$ cat src/rtl/mc_control_unit.sv
// mc_control_unit: multi-cycle control unit FSM
//   FETCH -> DECODE -> EXEC -> (MEM) -> (WB) -> FETCH, plus HALT.
// Ports:
//   clk, rst                 clock, synchronous active-high reset
//   imem_rdata, imem_ready   instruction fetch data / handshake
//   dmem_ready               data memory access complete
//   n, z, p                  condition flags for BR
//   resume                   leave HALT
//   imem_req, ir             fetch request, latched instruction
//   pc_we, pc_sel            PC strobe, 0 = PC+1, 1 = target
//   alu_op, alu_src2_sel, ext_sel, wd_sel, reg_we   datapath control
//   dmem_req, dmem_we, push_ctrl, pop_ctrl, sp_we  memory / stack control
//   halted, state            HALT indicator and debug state
// Opcodes: 0-8 ALU (6 = MUL), 9 LDR, A STR, B PUSH, C POP, D BR, E JMP, F HALT.
module mc_control_unit #(
  parameter int INST_W     = 16,
  parameter int ALUOP_W    = 4,
  parameter int MUL_CYCLES = 4
) (
  input  logic               clk,
  input  logic               rst,
  input  logic [INST_W-1:0]  imem_rdata,
  input  logic               imem_ready,
  input  logic               dmem_ready,
  input  logic               n,
  input  logic               z,
  input  logic               p,
  input  logic               resume,
  output logic               imem_req,
  output logic [INST_W-1:0]  ir,
  output logic               pc_we,
  output logic               pc_sel,
  output logic [ALUOP_W-1:0] alu_op,
  output logic               alu_src2_sel,
  output logic               ext_sel,
  output logic               wd_sel,
  output logic               reg_we,
  output logic               dmem_req,
  output logic               dmem_we,
  output logic               push_ctrl,
  output logic               pop_ctrl,
  output logic               sp_we,
  output logic               halted,
  output logic [2:0]         state
);

  typedef enum logic [2:0] {
    S_FETCH  = 3'd0,
    S_DECODE = 3'd1,
    S_EXEC   = 3'd2,
    S_MEM    = 3'd3,
    S_WB     = 3'd4,
    S_HALT   = 3'd5
  } state_t;

  localparam logic [3:0] OP_MUL  = 4'h6;
  localparam logic [3:0] OP_LDR  = 4'h9;
  localparam logic [3:0] OP_STR  = 4'hA;
  localparam logic [3:0] OP_PUSH = 4'hB;
  localparam logic [3:0] OP_POP  = 4'hC;
  localparam logic [3:0] OP_BR   = 4'hD;
  localparam logic [3:0] OP_JMP  = 4'hE;
  localparam logic [3:0] OP_HALT = 4'hF;

  state_t            state_reg;
  logic [INST_W-1:0] ir_reg;
  logic [3:0]        mul_cnt_reg;

  logic [3:0]         opcode;
  logic               br_taken;
  logic               mul_done;
  logic               is_mem_op;
  logic               active;
  logic [ALUOP_W-1:0] alu_code;

  assign opcode    = ir_reg[INST_W-1 -: 4];
  assign br_taken  = (n & ir_reg[INST_W-5]) | (z & ir_reg[INST_W-6]) | (p & ir_reg[INST_W-7]);
  assign mul_done  = (mul_cnt_reg == 4'(MUL_CYCLES - 1));
  assign is_mem_op = (opcode >= OP_LDR) && (opcode <= OP_POP);
  assign active    = (state_reg == S_EXEC) || (state_reg == S_MEM) || (state_reg == S_WB);

  always_ff @(posedge clk) begin
    if (rst) begin
      state_reg   <= S_FETCH;
      ir_reg      <= '0;
      mul_cnt_reg <= '0;
    end else begin
      case (state_reg)
        S_FETCH: begin
          if (imem_ready) begin
            ir_reg    <= imem_rdata;
            state_reg <= S_DECODE;
          end
        end
        S_DECODE: state_reg <= (opcode == OP_HALT) ? S_HALT : S_EXEC;
        S_EXEC: begin
          if (opcode == OP_MUL) begin
            // MUL sits in EXEC until the counter has seen MUL_CYCLES cycles
            if (mul_done) begin
              mul_cnt_reg <= '0;
              state_reg   <= S_WB;
            end else begin
              mul_cnt_reg <= mul_cnt_reg + 4'd1;
            end
          end else if ((opcode == OP_BR) || (opcode == OP_JMP)) begin
            state_reg <= S_FETCH;
          end else if (is_mem_op) begin
            state_reg <= S_MEM;
          end else begin
            state_reg <= S_WB;
          end
        end
        S_MEM: begin
          if (dmem_ready) begin
            state_reg <= ((opcode == OP_LDR) || (opcode == OP_POP)) ? S_WB : S_FETCH;
          end
        end
        S_WB:   state_reg <= S_FETCH;
        S_HALT: if (resume) state_reg <= S_FETCH;
        default: state_reg <= S_FETCH;
      endcase
    end
  end

  // ALU code table: ALU opcodes pass through, memory/control ops use fixed codes
  always_comb begin
    alu_code = '0;
    case (opcode)
      4'h9:                alu_code = '0;
      4'hA, 4'hD, 4'hF:    alu_code = ALUOP_W'(4'b1111);
      4'hB:                alu_code = ALUOP_W'(4'b1011);
      4'hC:                alu_code = ALUOP_W'(4'b1100);
      4'hE:                alu_code = ALUOP_W'(4'b0010);
      default:             alu_code = ALUOP_W'(opcode);
    endcase
  end

  // Strobes are Moore decodes of state+ir, qualified by the handshake inputs
  // only where a transfer happens in that very cycle.
  always_comb begin
    imem_req = 1'b0;
    pc_we    = 1'b0;
    pc_sel   = 1'b0;
    reg_we   = 1'b0;
    dmem_req = 1'b0;
    dmem_we  = 1'b0;
    sp_we    = 1'b0;
    case (state_reg)
      S_FETCH: begin
        // masked while rst is held so nothing is requested before release
        imem_req = ~rst;
        pc_we    = imem_ready & ~rst;
      end
      S_EXEC: begin
        if ((opcode == OP_JMP) || ((opcode == OP_BR) && br_taken)) begin
          pc_we  = 1'b1;
          pc_sel = 1'b1;
        end
      end
      S_MEM: begin
        dmem_req = 1'b1;
        dmem_we  = (opcode == OP_STR) || (opcode == OP_PUSH);
        sp_we    = dmem_ready && (opcode == OP_PUSH);
      end
      S_WB: begin
        reg_we = 1'b1;
        sp_we  = (opcode == OP_POP);
      end
      default: ;
    endcase
  end

  always_comb begin
    alu_src2_sel = 1'b0;
    ext_sel      = 1'b0;
    if ((opcode == 4'h0) || ((opcode >= 4'h2) && (opcode <= 4'h6))) begin
      alu_src2_sel = ir_reg[5];
      ext_sel      = ir_reg[5];
    end else if (is_mem_op) begin
      alu_src2_sel = 1'b1;
      ext_sel      = 1'b1;
    end else if ((opcode == OP_BR) || (opcode == OP_JMP)) begin
      ext_sel = 1'b1;
    end
  end

  assign alu_op    = active ? alu_code : '0;
  assign wd_sel    = active && ((opcode == OP_LDR) || (opcode == OP_POP));
  assign push_ctrl = active && (opcode == OP_PUSH);
  assign pop_ctrl  = active && (opcode == OP_POP);
  assign halted    = (state_reg == S_HALT);
  assign state     = state_reg;
  assign ir        = ir_reg;

endmodule

$ cat config.mk
export PLATFORM = sky130hd
export DESIGN_NAME = mc_control_unit
export DESIGN_NICKNAME = d
export VERILOG_FILES = /design/src/rtl/mc_control_unit.sv
export SDC_FILE = /design/constraint.sdc
export NUM_CORES = 1
export LEC_CHECK = 0
export BUFFER_PORTS_ARGS = -buffer_cell sky130_fd_sc_hd__buf_2
export CORE_MARGIN = 3
export CORE_UTILIZATION = 30
export CTS_BUF_LIST = sky130_fd_sc_hd__clkbuf_8
export DETAILED_ROUTE_END_ITERATION = 8
export RECOVER_POWER = 25
export SYNTH_ARGS = -nofsm -noshare
export SYNTH_HDL_FRONTEND = slang
export SYNTH_SLANG_ARGS = --single-unit
$ cat constraint.sdc
create_clock -name clk -period 2.5 [get_ports clk]
set_clock_uncertainty 0.05 [all_clocks]
set_input_delay 0.375 -clock clk [delete_from_list [all_inputs] [get_ports clk]]
set_output_delay 0.375 -clock clk [all_outputs]
set_load 0.01 [all_outputs]
Word-level counts from Yosys, hierarchy flattened
Cells that the tools add are included.
- bits in registers: 23
- word-level logic and storage cells: 79
- output and inout port bits: 36
- order comparisons: 4
- reduce and logical (&&, ||, !) cells: 20
- add/subtract/negate cells: 1
- equal/unequal tests: 18
- muxes and demuxes: 26
- bitwise operators: 7
- operators by type and width (kind ; number):
    equality test 4 bit, second input constant ; 7
    two-way mux 3 bit ; 9
    one-hot mux 4 bit (5 select lines) ; 1
    one-hot mux 3 bit (5 select lines) ; 1
    two-way mux 1 bit ; 11
    two-way mux 4 bit ; 2
    logical AND 1 bit ; 7
    logical OR 1 bit ; 7
    equality test 3 x 2 -> 1 bit, second input constant ; 2
    equality test 3 bit, second input constant ; 2
    != test 2 bit, second input constant ; 3
    adder 4 x 1 -> 4 bit, second input constant ; 1
    AND 1 bit ; 4
    equality test 4 x 2 -> 1 bit, second input constant ; 1
    equality test 4 x 3 -> 1 bit, second input constant ; 1
    greater-or-equal comparator 4 x 2 -> 1 bit, second input constant ; 1
    greater-or-equal comparator 4 bit, second input constant ; 1
    less-or-equal comparator 4 x 3 -> 1 bit, second input constant ; 1
    less-or-equal comparator 4 bit, second input constant ; 1
    zero test 4 bit ; 1
    one-hot mux 1 bit (2 select lines) ; 2
    AND reduction 2 bit ; 2
    AND reduction 4 bit ; 1
    equality test 3 x 1 -> 1 bit, second input constant ; 1
    5 further kinds ; 6

Logic depth before layout (Yosys ltp)
- depth after elaboration: 7
- mapped depth: 7
- depth with buffers taken out: 5

Worst setup path after synthesis
OpenSTA, ideal clock, no wires.
- kind: register to output
- start point: register state_reg[2], in the netlist state[2]
- end point: output port pop_ctrl
- path slack: 0.711 ns
- stages on the path, launching flop included: 5
- arrival: 1.364 ns
- cell sequence: dfxtp_1 inv_1 nor3_2 nor2_1 nor4_1
- longest elaborated chain between the ends: 4
- elaborated cells between the ends (all ways): 6
- those cells by class: 3 x eq/ne; 3 x reduce/logical
- RTL lines (element ; RTL line ; source):
    from (decl) ; 65 ; state_t state_reg;
    from (signal assigned) ; 95 ; S_DECODE: state_reg <= (opcode == OP_HALT) ? S_HALT : S_EXEC;
    from (signal assigned) ; 115 ; state_reg <= ((opcode == OP_LDR) || (opcode == OP_POP)) ? S_WB : S_FETCH;
    equality test 3 x 2 -> 1 bit ; 80 ; assign active = (state_reg == S_EXEC) || (state_reg == S_MEM) || (state_reg == S_WB);
    logical OR 1 bit ; 80 ;
    logical OR 1 bit * ; 80 ;
    logical AND 1 bit * ; 190 ; assign pop_ctrl = active && (opcode == OP_POP);
    to (decl) ; 41 ; output logic pop_ctrl,
Mark *: on every way between the ends. The rest lies on a longest branch, timed or not.

Final worst setup path
- start point: register ir_reg[13], in the netlist ir[13]
- end point: output port pc_we
- longest elaborated chain between the ends: 5
- elaborated cells between the ends (all ways): 6
- those cells by class: 2 x eq/ne; 2 x mux; 2 x reduce/logical
- RTL lines (element ; RTL line ; source):
    from (decl) ; 66 ; logic [INST_W-1:0] ir_reg;
    from (signal assigned) ; 91 ; ir_reg <= imem_rdata;
    equality test 4 bit ; 155 ; if ((opcode == OP_JMP) || ((opcode == OP_BR) && br_taken)) begin
    logical AND 1 bit ; 155 ;
    logical OR 1 bit * ; 155 ;
    two-way mux 1 bit * ; 155 ;
    one-hot mux 1 bit (2 select lines) * ; 148 ; case (state_reg)
    to (decl) ; 31 ; output logic pc_we,
Marks and branches as above.

==> results by group <==
Drt
  • Post-route DRC: 0
  • Vias per Instance: 4.95
  • WL per Instance: 12.3 microns
  • Vias: 1,476
  • Routed Antenna Nets: 0
  • Initial DRC count: 91
  • DR pass1 iterations: 4
  • Routed wire length: 3670 microns

Floorplan
  • IO Count: 60
  • Die W: 74.6 microns
  • Initial Util: 0.317
  • Die height: 74.6 microns
  • Core ar.: 4440 sq um
  • Die area: 5560 sq um
  • Site Rows: 24

Min path
  • Hold path start: imem_rdata[12]
  • HP Class: in2reg

Placement
  • Number of port buffers: 59
  • DP Cell Count: 294
  • DP Area: 1710 sq um
  • GP Congestion: 0.822
  • Hpwl dp: 2770 microns

Yosys
  • Unique masters post-synth: 47
  • YS warnings: 0
  • Top FF cell, synth: dfxtp_1
  • Post-Syn Instances: 194
  • Syn Nets: 219
  • Synth area leaders: dfxtp_1 33%, nand2_1 13%, a21oi_1 7.8%
  • Per-instance average area after synthesis: 7.27 sq um
  • Post-synth ARST share: 0
  • Post-synth EDFFs: 0
  • Synthesized flop and latch total: 23
  • Synthesized area: 1410 sq um
  • Sequential-to-total area share from yosys stat: 0.327
  • Leading area contributor after synthesis: dfxtp_1
  • Synth top area share: 0.327

Cells and area
  • Proportion of layout cells with a drive suffix above 1: 0.248
  • P&R area growth vs syn: 23.4%
  • Number of diodes: 0
  • Util after Layout: 0.392
  • Fin nets: 272
  • Cell area after layout: 1740 sq um
  • Non-Filler Instances: 298
  • Largest register FFs: 16

Clocking
  • Cts repair resizes: 0
  • Clk buf depth: 2
  • CTS root buf: clkbuf_8
  • Hold_buf cts: 0
  • Clk slew on worst S/H paths: 0.09 ns
  • Clock Latency Late Sink: 0.27 ns
  • CTS Buf Count: 3
  • H-tree Lvls: 1
  • Clock sink count: 23
  • CTS tree: yes
  • Post-CTS Setup Bufs: 0

Global route
  • Largest net degree at the start of global routing: 21
  • Vias in the first global route: 1,283
  • Tot GR Track Use: 0.135
  • First-pass GRT wire length: 5950 microns
  • Initial antenna violation count: 0
  • GRT overflow: 0

Timing
  • Measured slew at the worst slew-check pin: 0.601 ns
  • Max Slew Vio Count: 0
  • Fin. Hold Viols: 0
  • Setup TNS: 0 ns
  • RSZ-0062 raised after global routing: false
  • # setup viols final: 0
  • Max Clock Freq: 451 MHz
  • Worst slew margin: 0.598
  • Post-route minimum period: 2.22 ns
  • Post-route clock period utilization: 0.887

Power and ir drop
  • Worst IR Drop VDD: 0.358 mV
  • Pwr dens: 566 nW/um^2
  • LEAKAGE: 0.744 nW

Setup path
  • Reg2reg start: ir[13]$_SDFFE_PP0P_
  • Data required time of the worst path: 2.08 ns
  • Critical Path End Type: output port
  • Crit path kind: reg2out
  • R2r setup slk: 0.74 ns
  • Arr. time, crit path: 1.79 ns
  • Critical Path Start Type: flip-flop
  • CP startpoint: ir[13]$_SDFFE_PP0P_
  • Cells on worst reg2reg path: 4
  • Worst setup path endpoint: pc_we
  • CP Max Fanout: 20
  • RR Endpoint: mul_cnt_reg[3]$_SDFFE_PP0P_

Job
  • Max-Cap Viols: 0

Run status
  • Status: completed
## power by group
group          internal [mW]  total [mW]  switching, mW  leakage, nW
Clock                  0.113       0.241          0.128       0.0217
Sequential             0.397       0.451         0.0537        0.188
Combinational          0.124       0.292          0.168        0.534
## cell usage after synthesis, types with 2 or more instances
cell,number
nand2_1,48
dfxtp_1,23
a21oi_1,22
nor2_1,16
o21ai_0,8
buf_2,7
nor3_1,5
buf_4,4
nand3_1,4
a21boi_0,3
and2_1,3
clkbuf_1,3
inv_1,3
nor2b_1,3
nor3b_1,3
a221oi_1,2
a31oi_1,2
buf_6,2
nor4_1,2
o21ai_1,2
or3_1,2
xor2_1,2
## logic make-up (layout without fill, tap and decap cells)
family,after synthesis,in the layout,synth area share
AO/OA/AOI/OAI,48,48,0.204
XOR/XNOR,3,3,0.0186
adder cells (fa/ha/maj),1,1,0.00887
buffers and inverters,19,71,0.0781
flip-flops,23,23,0.327
multiplexers,1,1,0.00710
AND/OR/NAND/NOR,99,99,0.357
## worst min-delay path by stage
stage | end | cells past startpoint
floorplan | ir[0]$_SDFFE_PP0P_ | 1
global placement | ir[2]$_SDFFE_PP0P_ | 2
detailed placement | ir[4]$_SDFFE_PP0P_ | 2
CTS | ir[3]$_SDFFE_PP0P_ | 3
global route | ir[3]$_SDFFE_PP0P_ | 3
finish | ir[12]$_SDFFE_PP0P_ | 3
## routing by layer
| metal | track usage | vias to the layer above | wire length [microns] |
|---|---|---|---|
| li1 | - | 778 | - |
| met4 | 0.0237 | 0 | 25 |
| met5 | 0 | - | 0 |
| met1 | 0.180 | 653 | 1710 |
| met3 | 0.0284 | 4 | 220 |
| met2 | 0.227 | 41 | 1720 |
## layout make-up
type                            count  area, sq um
Sequential cell                    23          460
Inverter                            3         11.3
Clock inverter                      1         7.51
Multi-Input combinational cell    152          840
Tap cell                           52         65.1
Timing Repair Buffer               64          315
Clock buffer                        3         41.3
Fill cell                         503         2700
## layout by cell type (no fill, tap or decap), types with 3 or more instances in the layout
cell type  instances
clkbuf_8           3
clkbuf_1          14
nor3_1             5
nand3_1            4
o21ai_0            8
a21oi_1           22
and2_1             3
nor2b_1            3
a21boi_0           3
nor2_1            16
nor3b_1            3
nand2_1           48
buf_4              5
inv_1              3
buf_2             45
dfxtp_1           23
## worst max-delay path, stage by stage (launching register included)
cell	delay (ns)
dfxtp_1	0.70
and2b_4	0.28
nor2_1	0.05
nor4b_2	0.24
a21o_1	0.12
buf_2	0.12
## metrics by stage
step                power [mW]  hold WS, ns  setup WS [ns]
finish                   0.984        0.281          0.282
global route              1.06        0.274          0.121
CTS                       1.00        0.282          0.247
detailed placement       0.762        0.396          0.550
global placement         0.760        0.393          0.588
floorplan                0.669        0.394          0.711
Power figures use the tool's default switching activity.
